`config.mk`:
```
export PLATFORM = sky130hd
export DESIGN_NAME = sonic_rx_page_dma_ctrl
export DESIGN_NICKNAME = d
export VERILOG_FILES = /design/src/rtl/sonic_constants.sv /design/src/rtl/sonic_rx_page_counter.sv /design/src/rtl/sonic_rx_page_dma_ctrl.sv
export SDC_FILE = /design/constraint.sdc
export NUM_CORES = 1
export LEC_CHECK = 0
export ABC_AREA = 1
export CAP_MARGIN = 20
export CORE_MARGIN = 5
export CORE_UTILIZATION = 45
export CTS_CLUSTER_SIZE = 20
export DETAILED_ROUTE_END_ITERATION = 12
export PLACE_DENSITY = 0.78
export SYNTH_ARGS = -nofsm -noshare
export SYNTH_HDL_FRONTEND = slang
export SYNTH_SLANG_ARGS = --single-unit
export TNS_END_PERCENT = 10
```
`constraint.sdc`:
```
create_clock -name clk_in -period 2.33 [get_ports clk_in]
set_clock_uncertainty 0.1 [all_clocks]
set_input_delay 0.233 -clock clk_in [delete_from_list [all_inputs] [get_ports clk_in]]
set_output_delay 0.233 -clock clk_in [all_outputs]
set_load 0.01 [all_outputs]
```
`src/rtl/sonic_constants.sv`:
```
// Shared sizing constants and FSM state encoding for the RX page DMA sequencer.
package sonic_constants;
    localparam int NUM_PAGES        = 32;
    localparam int BLKS_PER_PAGE    = 496;
    localparam int ENTRIES_PER_PAGE = 256;
    localparam int RD_LAT           = 2;

    typedef enum logic [1:0] {IDLE, BURST, DRAIN, DONE} dma_state_e;
endpackage

```
`src/rtl/sonic_rx_page_counter.sv`:
```
// Write-side block counter: turns committed 66-bit blocks into whole ready pages.
module sonic_rx_page_counter
    import sonic_constants::*;
(
    input  logic       clk_in,
    input  logic       reset_n,
    input  logic       wr_blk_valid,
    input  logic       dma_done,
    output logic [5:0] pages_ready,
    output logic       overflow
);
    logic [8:0] blk_cnt;
    logic       page_fill, full, ovf_nxt, fill_eff;

    assign page_fill = wr_blk_valid && (blk_cnt == 9'(BLKS_PER_PAGE - 1));
    assign full      = (pages_ready == 6'(NUM_PAGES));
    assign ovf_nxt   = overflow | (wr_blk_valid & full);
    // Once the writer has lapped the reader, completed pages no longer count.
    assign fill_eff  = page_fill & ~ovf_nxt;

    always_ff @(posedge clk_in or negedge reset_n) begin
        if (!reset_n) begin
            blk_cnt     <= '0;
            pages_ready <= '0;
            overflow    <= 1'b0;
        end else begin
            if (wr_blk_valid)
                blk_cnt <= page_fill ? 9'd0 : blk_cnt + 9'd1;
            overflow <= ovf_nxt;
            if (fill_eff && !dma_done)
                pages_ready <= pages_ready + 6'd1;
            else if (!fill_eff && dma_done && pages_ready != 6'd0)
                pages_ready <= pages_ready - 6'd1;
        end
    end
endmodule

```
`src/rtl/sonic_rx_page_dma_ctrl.sv`:
```
// Read-side sequencer: issues the 256 ring addresses of the oldest ready page per DMA request.
module sonic_rx_page_dma_ctrl
    import sonic_constants::*;
(
    input  logic        clk_in,
    input  logic        reset_n,
    input  logic        ctrl_enable,
    input  logic        wr_blk_valid,
    input  logic        dma_req,
    output logic        dma_req_ack,
    input  logic        dma_rd_ready,
    output logic [12:0] rd_address,
    output logic        rd_valid,
    output logic        rd_data_valid,
    output logic        rd_last,
    output logic        dma_done,
    output logic [5:0]  pages_ready,
    output logic        overflow
);
    dma_state_e        state, state_nxt;
    logic [4:0]        rd_page;
    logic [7:0]        offset;
    logic              ack_nxt, rd_fire, last_fire;
    logic [RD_LAT-1:0] vld_pipe, last_pipe;

    sonic_rx_page_counter u_cnt (
        .clk_in       (clk_in),
        .reset_n      (reset_n),
        .wr_blk_valid (wr_blk_valid),
        .dma_done     (dma_done),
        .pages_ready  (pages_ready),
        .overflow     (overflow)
    );

    assign rd_valid      = (state == BURST);
    assign rd_address    = {rd_page, offset};
    assign rd_fire       = rd_valid & dma_rd_ready;
    assign last_fire     = rd_fire && (offset == 8'(ENTRIES_PER_PAGE - 1));
    assign rd_data_valid = vld_pipe[RD_LAT-1];
    assign rd_last       = last_pipe[RD_LAT-1];

    // dma_done lands one cycle before pages_ready drops, so it also blocks a stale accept.
    always_comb begin
        state_nxt = state;
        ack_nxt   = 1'b0;
        case (state)
            IDLE:  if (ctrl_enable && dma_req && pages_ready != 6'd0 && !dma_done) begin
                       state_nxt = BURST;
                       ack_nxt   = 1'b1;
                   end
            BURST: if (last_fire) state_nxt = DRAIN;
            DRAIN: if (rd_last) state_nxt = DONE;
            DONE:  state_nxt = IDLE;
            default: state_nxt = IDLE;
        endcase
    end

    always_ff @(posedge clk_in or negedge reset_n) begin
        if (!reset_n) begin
            state       <= IDLE;
            rd_page     <= '0;
            offset      <= '0;
            dma_req_ack <= 1'b0;
            dma_done    <= 1'b0;
            vld_pipe    <= '0;
            last_pipe   <= '0;
        end else begin
            state       <= state_nxt;
            dma_req_ack <= ack_nxt;
            dma_done    <= (state == DONE);
            if (ack_nxt)
                offset <= '0;
            else if (rd_fire)
                offset <= offset + 8'd1;
            if (state == DONE)
                rd_page <= rd_page + 5'd1;
            vld_pipe  <= {vld_pipe[RD_LAT-2:0], rd_fire};
            last_pipe <= {last_pipe[RD_LAT-2:0], last_fire};
        end
    end
endmodule

```
# Yosys cells after proc, flatten, opt, wreduce, memory -nomap -nowiden

Index checks and enable logic that the tools add are counted.

Bits in registers: 37
Bits in latches: 0
RAM bits: 0
ROM bits: 0
Output and inout port bits: 25
Memories: 0

Add/sub/neg operators: 5
Multipliers: 0
Divide/modulo/power cells: 0
Magnitude comparators: 0
Equal/unequal tests: 9
Shifts and indexed selects: 0
Multiplexer cells: 11
Bitwise operators: 5
Reductions and logical operators: 15

Operators by type and width:

| operator              | count |
|---|---|
| $mux W8               | 2 |
| $mux W6               | 2 |
| $add A9 B1 Y9 const B | 1 |
| $eq A9 B9 Y1 const B  | 1 |
| $mux W9               | 1 |
| $add A8 B1 Y8 const B | 1 |
| $eq A8 B8 Y1 const B  | 1 |
| $logic_and A1 B1 Y1   | 8 |
| $pmux W2 S4           | 1 |
| $add A6 B1 Y6 const B | 1 |
| $eq A6 B6 Y1 const B  | 1 |
| $mux W2               | 3 |
| $reduce_bool A6 Y1    | 1 |
| $sub A6 B1 Y6 const B | 1 |
| $add A5 B1 Y5 const B | 1 |
| $eq A2 B2 Y1 const B  | 2 |
| $ne A2 B2 Y1 const B  | 2 |
| $reduce_bool A2 Y1    | 2 |
| $and A1 B1 Y1         | 3 |
| $reduce_and A3 Y1     | 1 |
| $eq A2 B1 Y1 const B  | 1 |
| $logic_not A1 Y1      | 2 |
| $logic_not A2 Y1      | 1 |
| $mux W1               | 2 |
| other kinds (3)       | 3 |

# Logic depth before layout (Yosys ltp)

Word-level depth: 10
Mapped depth: 16

# By module

From an unflattened synthesis, not the netlist that was laid out.

Cells, all modules: 237
Area total of the unflattened synthesis: 2068.2 um^2

Modules (own cells, without submodules):

| module                 | times used | cells an instance | area an instance (um^2) | sequential area each (um^2) |
|---|---|---|---|---|
| sonic_rx_page_counter  | 1          | 127               | 1053.5                  | 400.4 |
| sonic_rx_page_dma_ctrl | 1          | 110               | 1014.7                  | 525.5 |

# Worst setup path after synthesis

No wires, ideal clock.

Path kind: reg2reg
Start: reg u_cnt.blk_cnt[0]
End: reg u_cnt.pages_ready[5]
Setup time: 117 ps
Data arrival time: 1945 ps
Path slack: 168 ps
Cell stages (with the launch flop): 16
Path buffers: 0
Clock period less this slack: 2162 ps
Path through: dfrtp_1 > ha_1 > nand2_1 > nor2_4 > nand3_4 > nor2_4 > nand2_4 > ha_1 > nand2_1 > nand2_1 > nand2_1 > nand2_1 > nor2_1 > nand3_1 > nand3_1 > nand2_1

Cells in the longest elaborated chain, start to end: 7
Elaborated cells between the ends (all ways): 9

Ends and longest elaborated chain:

| element                             | line                        | source |
|---|---|---|
| start, declared                     | sonic_rx_page_counter.sv:12 | `logic [8:0] blk_cnt;` |
| start signal, assigned              | sonic_rx_page_counter.sv:28 | `blk_cnt <= page_fill ? 9'd0 : blk_cnt + 9'd1;` |
| $eq A9 B9 Y1 *                      | sonic_rx_page_counter.sv:15 | `assign page_fill = wr_blk_valid && (blk_cnt == 9'(BLKS_PER_PAGE - 1));` |
| $logic_and A1 B1 Y1 *               | sonic_rx_page_counter.sv:15 |  |
| $and A1 B1 Y1 *                     | sonic_rx_page_counter.sv:19 | `assign fill_eff = page_fill & ~ovf_nxt;` |
| $logic_not A1 Y1                    | sonic_rx_page_counter.sv:32 | `else if (!fill_eff && dma_done && pages_ready != 6'd0)` |
| $logic_and A1 B1 Y1 (2 in a row)    | sonic_rx_page_counter.sv:32 |  |
| $reduce_bool A2 Y1 (no source line) | --                          |  |
| end signal, assigned                | sonic_rx_page_counter.sv:31 | `pages_ready <= pages_ready + 6'd1;` |
| end signal, assigned                | sonic_rx_page_counter.sv:33 | `pages_ready <= pages_ready - 6'd1;` |
| end, declared                       | sonic_rx_page_counter.sv:9  | `output logic [5:0] pages_ready,` |

Every way passes the cells marked *; elsewhere a longest branch is shown, timed or not.
A chain may end at the register's enable or synchronous reset.

# Final worst setup path

Start: reg u_cnt.blk_cnt[1]
End: reg u_cnt.pages_ready[5]

The elaborated chain is that of the path after synthesis.

==> impl_metrics.yaml <==
synthesis:
  netlist_instances: 230
  ys.flop_type: "dfrtp_1"
  seq_area_frac_synth_pct: 45.99
  synthSimpleGateAreaFrac_pct: 28.53
  synth_seq_cells: 37
  synth_compound_area_share_pct: 5.158
  yosysUniqueCellTypes: 30
  ys_async_sr_fraction_pct: 100.0
  synthesis.nets: 249
  synth_top_family_by_area: "simple AND/OR/NAND/NOR gates"
  synthesis.area_sq_um: 2013
  synth_fa_ha_area_share_pct: 8.452
  synth_edf_count: 0
  avgSynthCellArea_sq_um: 8.753
  yosysWarnings: 0
  synthXorXnorAreaFrac_pct: 4.786
  synth_mux_area_share_pct: 0.5594
hold_path:
  whs_path_depth: 0
  min_to: "last_pipe[1]"
  min_from: "last_pipe[0]"
  hp-class: "reg -> reg"
detailed_routing:
  ant_nets: 0
  vias: 1644
  viasPerCell: 4.982
  firstDrtPassIters: 4
  drc: 0
  drt-total-wl_mm: 3.997
  wl_per_cell_um: 12.11
  drt_iter0_markers: 96
floorplanning:
  rows: 24
  floorplan.core_area_sq_um: 4354
  initial_utilization_pct: 46.24
  top_level_ports: 31
  die-width_um: 76.89
  die_h_um: 76.89
  dieArea_sq_um: 5911
finish:
  final_cells: 330
  area_growth_pct: 28.78
  fin_util_pct: 59.54
  final_cell_area_sq_um: 2592
  nets: 296
  layout-drive-gt1-share_pct: 15.47
  antennaDiodeCount: 0
global_route:
  grt_max_degree: 38
  grt_pass1_wl_mm: 6.982
  grt-busiest-layer: "met2"
  grt_use_met2_pct: 23.77
  grt_overflow: 0
  grtUsageMet1_pct: 18.19
  grtUsageTotal_pct: 14.54
  gr-usage-met3_pct: 3.630
  first_global_vias: 1614
  antenna_found_initial: 0
sta:
  relSlewSlack_pct: 46.19
  slew_viol_final: 0
  finalCritPeriodShare_pct: 94.42
  hold_slack_ns: 0.2533
  rsz0062_at_grt: "yes"
  worstMarginPinSlew_ns: 0.8072
  fin_crit_ns: 2.200
  fmax_mhz: 454.6
  finalHoldViolCount: 0
  setup_viol: 0
critical_path:
  max_stage_delay_ns: 0.36
  startpoint_type: "register"
  slowest_stage: "dfrtp_1"
  regToRegEndpoint: "u_cnt.pages_ready[5]"
  path_max_fanout: 6
  path_class: "reg -> reg"
  rr_worst_depth: 14
  r2r_setup_slack_ns: 0.13
  cp.required_ns: 2.42
  cp.arrival_ns: 2.29
  critical_path.most_common_cell: "nand2_1"
  cp-end-kind: "register"
  timing.rr.start: "u_cnt.blk_cnt[1]"
  cp_cell_sequence: "ha_2, nand2_1, nor2_4, nand3_4, nor2_4, nand2_4, ha_1, nand2_1, nor3_1, nor2_1, nand3_1, nand2_1, nand2_1, nand2_1"
power:
  leakagePower_nw: 1.260
  vdd_drop_max_uv: 581.7
  p_per_area_nw_per_um2: 1175
  power_mw: 3.046
status:
  status: "finished, final reports clean"
placement:
  routabilityCongestion: 0.8832
  dpl_cell_area_sq_um: 2441
  placed_cells: 321
  hpwl_mm: 3.029
  io_buffers: 30
clocking:
  clk_latency_ns: 0.29
  clk_path_buf_depth: 2
  htreeDepth: 2
  cts_buffers: 5
  clk_pin_slew_ns: 0.07
  clockRootBuffer: "clkbuf_8"
  cts_tree: "built"
  clock_sinks: 37
flow_run:
  cap_viol_max_count: 0
==> how the worst max path moves through the flow <==
stage,startpoint,endpoint
6_report,u_cnt.blk_cnt[1],u_cnt.pages_ready[5]
5_1_grt,u_cnt.blk_cnt[1],u_cnt.pages_ready[5]
4_1_cts,u_cnt.blk_cnt[1],u_cnt.pages_ready[5]
3_5_place_dp,wr_blk_valid,u_cnt.pages_ready[5]
3_3_place_gp,wr_blk_valid,u_cnt.pages_ready[5]
2_1_floorplan,u_cnt.blk_cnt[0],u_cnt.pages_ready[5]
==> where the power goes <==
part / total [mW] / switching (mW) / leakage, nW / internal, mW
Sequential: 1.09 / 0.226 / 0.466 / 0.863
Clock: 0.495 / 0.228 / 0.0542 / 0.267
Combinational: 1.46 / 0.729 / 0.739 / 0.733
==> Yosys cell counts (all sizes together) (2+ instances only) <==
cell | n | area [sq um]
a31oi | 2 | 12.51
a21oi | 5 | 25.02
nor3 | 4 | 25.02
nor2 | 27 | 126.4
dfrtp | 37 | 925.9
inv | 33 | 123.9
ha | 12 | 150.1
xor2 | 7 | 61.31
nand3 | 21 | 117.6
nand2 | 52 | 222.7
or2 | 2 | 12.51
o21ai | 7 | 42.54
xnor2 | 4 | 35.03
nand4 | 10 | 62.56
==> cells by family after synthesis <==
kind of cell,count (synthesis)
flops,37
compound gates,17
simple gates,117
mux,1
fa+ha+maj,13
xor+xnor,11
buf+inv,34
==> per-layer routing <==
metal	part of all wire, %	vias up
li1	-	832
met1	45	770
met2	49	36
met3	5.1	6
met4	1.4	0
met5	0	-
==> cells in the final DEF (no fill, tap or decap), types with 2 or more instances in the layout <==
master | Yosys | layout
clkbuf_8 | 0 | 7
inv_1 | 30 | 30
or2_2 | 2 | 2
nor2_1 | 23 | 23
clkdlybuf4s50_1 | 0 | 29
nand2_2 | 2 | 2
nand2_4 | 3 | 3
xor2_1 | 7 | 7
nand3_1 | 20 | 20
nor2_4 | 3 | 3
o21ai_2 | 2 | 2
dfrtp_1 | 37 | 37
nand4_1 | 10 | 10
nand2_1 | 47 | 47
o21ai_0 | 4 | 4
xnor2_1 | 4 | 4
a21oi_1 | 5 | 5
ha_4 | 0 | 3
ha_1 | 12 | 8
nor3_1 | 3 | 3
a31oi_1 | 2 | 2
inv_2 | 3 | 3
buf_4 | 1 | 10
==> area by class of cell <==
cell class / instances / area, sq um
Fill cell: 380 / 1762
Multi-Input combinational cell: 159 / 996.0
Sequential cell: 37 / 925.9
Timing Repair Buffer: 41 / 380.4
Inverter: 33 / 123.9
Clock buffer: 7 / 96.34
Tap cell: 52 / 65.06
Clock inverter: 1 / 5.005
==> per-stage QoR <==
stage | setup TNS (ns) | worst slack (ns)
after global placement | -0.06323 | -0.05483
final | 0 | 0.1301
after detailed placement | -0.2135 | -0.1255
after floorplan | 0 | 0.1682
after CTS | 0 | 0.05857
after global routing | -0.02584 | -0.02209
==> registers in the layout, summed over array words and instances, names as in the netlist <==
register / cells
dma_done: 1
dma_req_ack: 1
last_pipe: 2
offset: 8
rd_page: 5
state: 2
u_cnt.blk_cnt: 9
u_cnt.overflow: 1
u_cnt.pages_ready: 6
vld_pipe: 2
==> critical path: cells and delay by family, from the launching register on <==
kind,cells,cell delay [ns]
and+or+nand+nor,12,1.10
DFF,1,0.36
adders and majority gates,2,0.54
==> what timing repair did <==
item,CTS,global route
resized for setup,0,5
hold endpoints to repair,37,0
endpoints found under the setup margin,0,3
buffers inserted,0,0
hold buffers,1,0
Note: power is estimated with default switching activity, not from simulation.
==> RTL edit: new RTL, same flow settings <==
The package constant `RD_LAT` goes from 2 to 4.
--- a/src/rtl/sonic_constants.sv
+++ b/src/rtl/sonic_constants.sv
@@ -3,7 +3,7 @@
     localparam int NUM_PAGES        = 32;
     localparam int BLKS_PER_PAGE    = 496;
     localparam int ENTRIES_PER_PAGE = 256;
-    localparam int RD_LAT           = 2;
+    localparam int RD_LAT           = 4;
 
     typedef enum logic [1:0] {IDLE, BURST, DRAIN, DONE} dma_state_e;
 endpackage
Formal check against the unedited RTL: same outputs for any inputs over 10 cycles, from zero or initial values and one cycle with reset_n low; that may be too few to reach the edited logic, so the function may still have changed.
==> RTL edit against the original RTL <==
Cell area rose by 4.3%. Total power increased by 3.4%. Clock power is 6.7% lower. Setup slack got worse by 0.044 ns. Final cell count rose by 3.6%. Routed wire length up 5.9%. Fmax fell by 1.9%. Critical path depth down 3. First-iteration DRC count is 15% lower. Area after synthesis up 5.3%. Sequential cell count grew 4.
==> RTL edit: results (changes against the original RTL) <==
status finished, final reports clean; met2 WL 2.12 mm (+9.1%); HPWL Detailed 3.16 mm (+4.4%); Worst Hold Path Cells 0 (unchanged); final hold slack 0.253 ns (+0.000130 ns); CP arrival 2.33 ns (+0.04 ns); peak per-stage delay on the critical path 0.43 ns (+0.07 ns); metal3 WL 203 µm (+0.50%); post-place setup slack -0.181 ns (-0.0559 ns); Initial DRC Count 82 (-15%); hold_sp vld_pipe[0]; H-tree depth 2 (unchanged); gpl congestion 0.830 (-6.0%); worst vdd ir 494 µV (-15%); global routing usage on met3 0.0516 (+0.0153); Lkg Pwr 1.27 nW (+0.74%); Nets 306 (+3.4%); syn_nets 259 (+4.0%); synth top area cells dfrtp_1 (48%), nand2_1 (8.1%), ha_1 (7.1%); Fill cells 393 (+3.4%); placed cell areas 2550 µm² (+4.5%); worst reg2reg setup slack 0.09 ns (-0.04 ns); clk root buf clkbuf_8; gr usage total 0.151 (+0.00576); Met1 Wirelength 1.85 mm (+3.3%); Cell Count, Final, Fillers Out 342 (+3.6%); met1 GRT Util 0.164 (-0.0182); synth unique cells 31 (+3.3%); sequential share of the synthesized area 0.484 (+0.0241); antenna cells 0 (unchanged); reg2reg path depth 11 (-3); relative slew slack 0.406 (-0.0554); share of layout cells above drive strength 1 0.139 (-0.0158); Min-Delay Endpoint vld_pipe[1]; met2 usage 0.270 (+0.0323); Gate Count Post-Synth 240 (+4.3%); vias in the first global route 1783 (+10%); clk slew on worst S/H paths 0.08 ns; placed insts 333 (+3.7%); RR Endpoint u_cnt.pages_ready[4]; post-CTS setup buffer count 0 (unchanged); Top Registers u_cnt.blk_cnt (9), offset (8), u_cnt.pages_ready (6); first-pass GRT wire length 7.33 mm (+4.9%); DR vias 1715 (+4.3%); Routed Wire Length 4.23 mm (+5.9%); Commonest cells post-synth nand2_1 (46), dfrtp_1 (41), inv_1 (35), nor2_1 (24), nand3_1 (17); largest net degree at the start of global routing 42 (+11%)
==> RTL edit: power by group <==
| group | internal [mW] | leakage, nW | switching (mW) |
|---|---|---|---|
| Sequential | 0.957 | 0.517 | 0.263 |
| Clock | 0.211 | 0.0374 | 0.251 |
| Combinational | 0.738 | 0.715 | 0.731 |
| Total | 1.91 | 1.27 | 1.24 |
==> RTL edit: layout make-up <==
cell class                      instances  area, µm²  share of cell area
Inverter                               37        139              0.0513
Tap cell                               54       67.6              0.0250
Clock buffer                            6       72.6              0.0268
Sequential cell                        41       1030               0.379
Clock inverter                          2       15.0             0.00555
Timing Repair Buffer                   41        380               0.141
Multi-Input combinational cell        161       1000               0.371
==> RTL edit: logic make-up (layout without fill, tap and decap cells) <==
| logic type | after synthesis | in the layout | synth area share |
|---|---|---|---|
| XOR/XNOR | 9 | 9 | 0.0372 |
| buffers and inverters | 38 | 86 | 0.0691 |
| AND/OR/NAND/NOR | 120 | 120 | 0.281 |
| flip-flops | 41 | 41 | 0.484 |
| AO/OA/AOI/OAI | 18 | 18 | 0.0431 |
| adder cells (fa/ha/maj) | 13 | 13 | 0.0803 |
| multiplexers | 1 | 1 | 0.00531 |
==> RTL edit: worst max path at each step <==
stage,startpoint,endpoint,slack [ns],depth (start not counted)
2_1_floorplan,u_cnt.blk_cnt[0],u_cnt.pages_ready[5],0.15,15
3_3_place_gp,wr_blk_valid,u_cnt.pages_ready[5],-0.1,15
3_5_place_dp,wr_blk_valid,u_cnt.pages_ready[5],-0.18,15
4_1_cts,u_cnt.blk_cnt[1],u_cnt.pages_ready[5],0.04,15
5_1_grt,u_cnt.blk_cnt[1],u_cnt.pages_ready[4],-0.01,11
6_report,u_cnt.blk_cnt[1],u_cnt.pages_ready[4],0.09,11
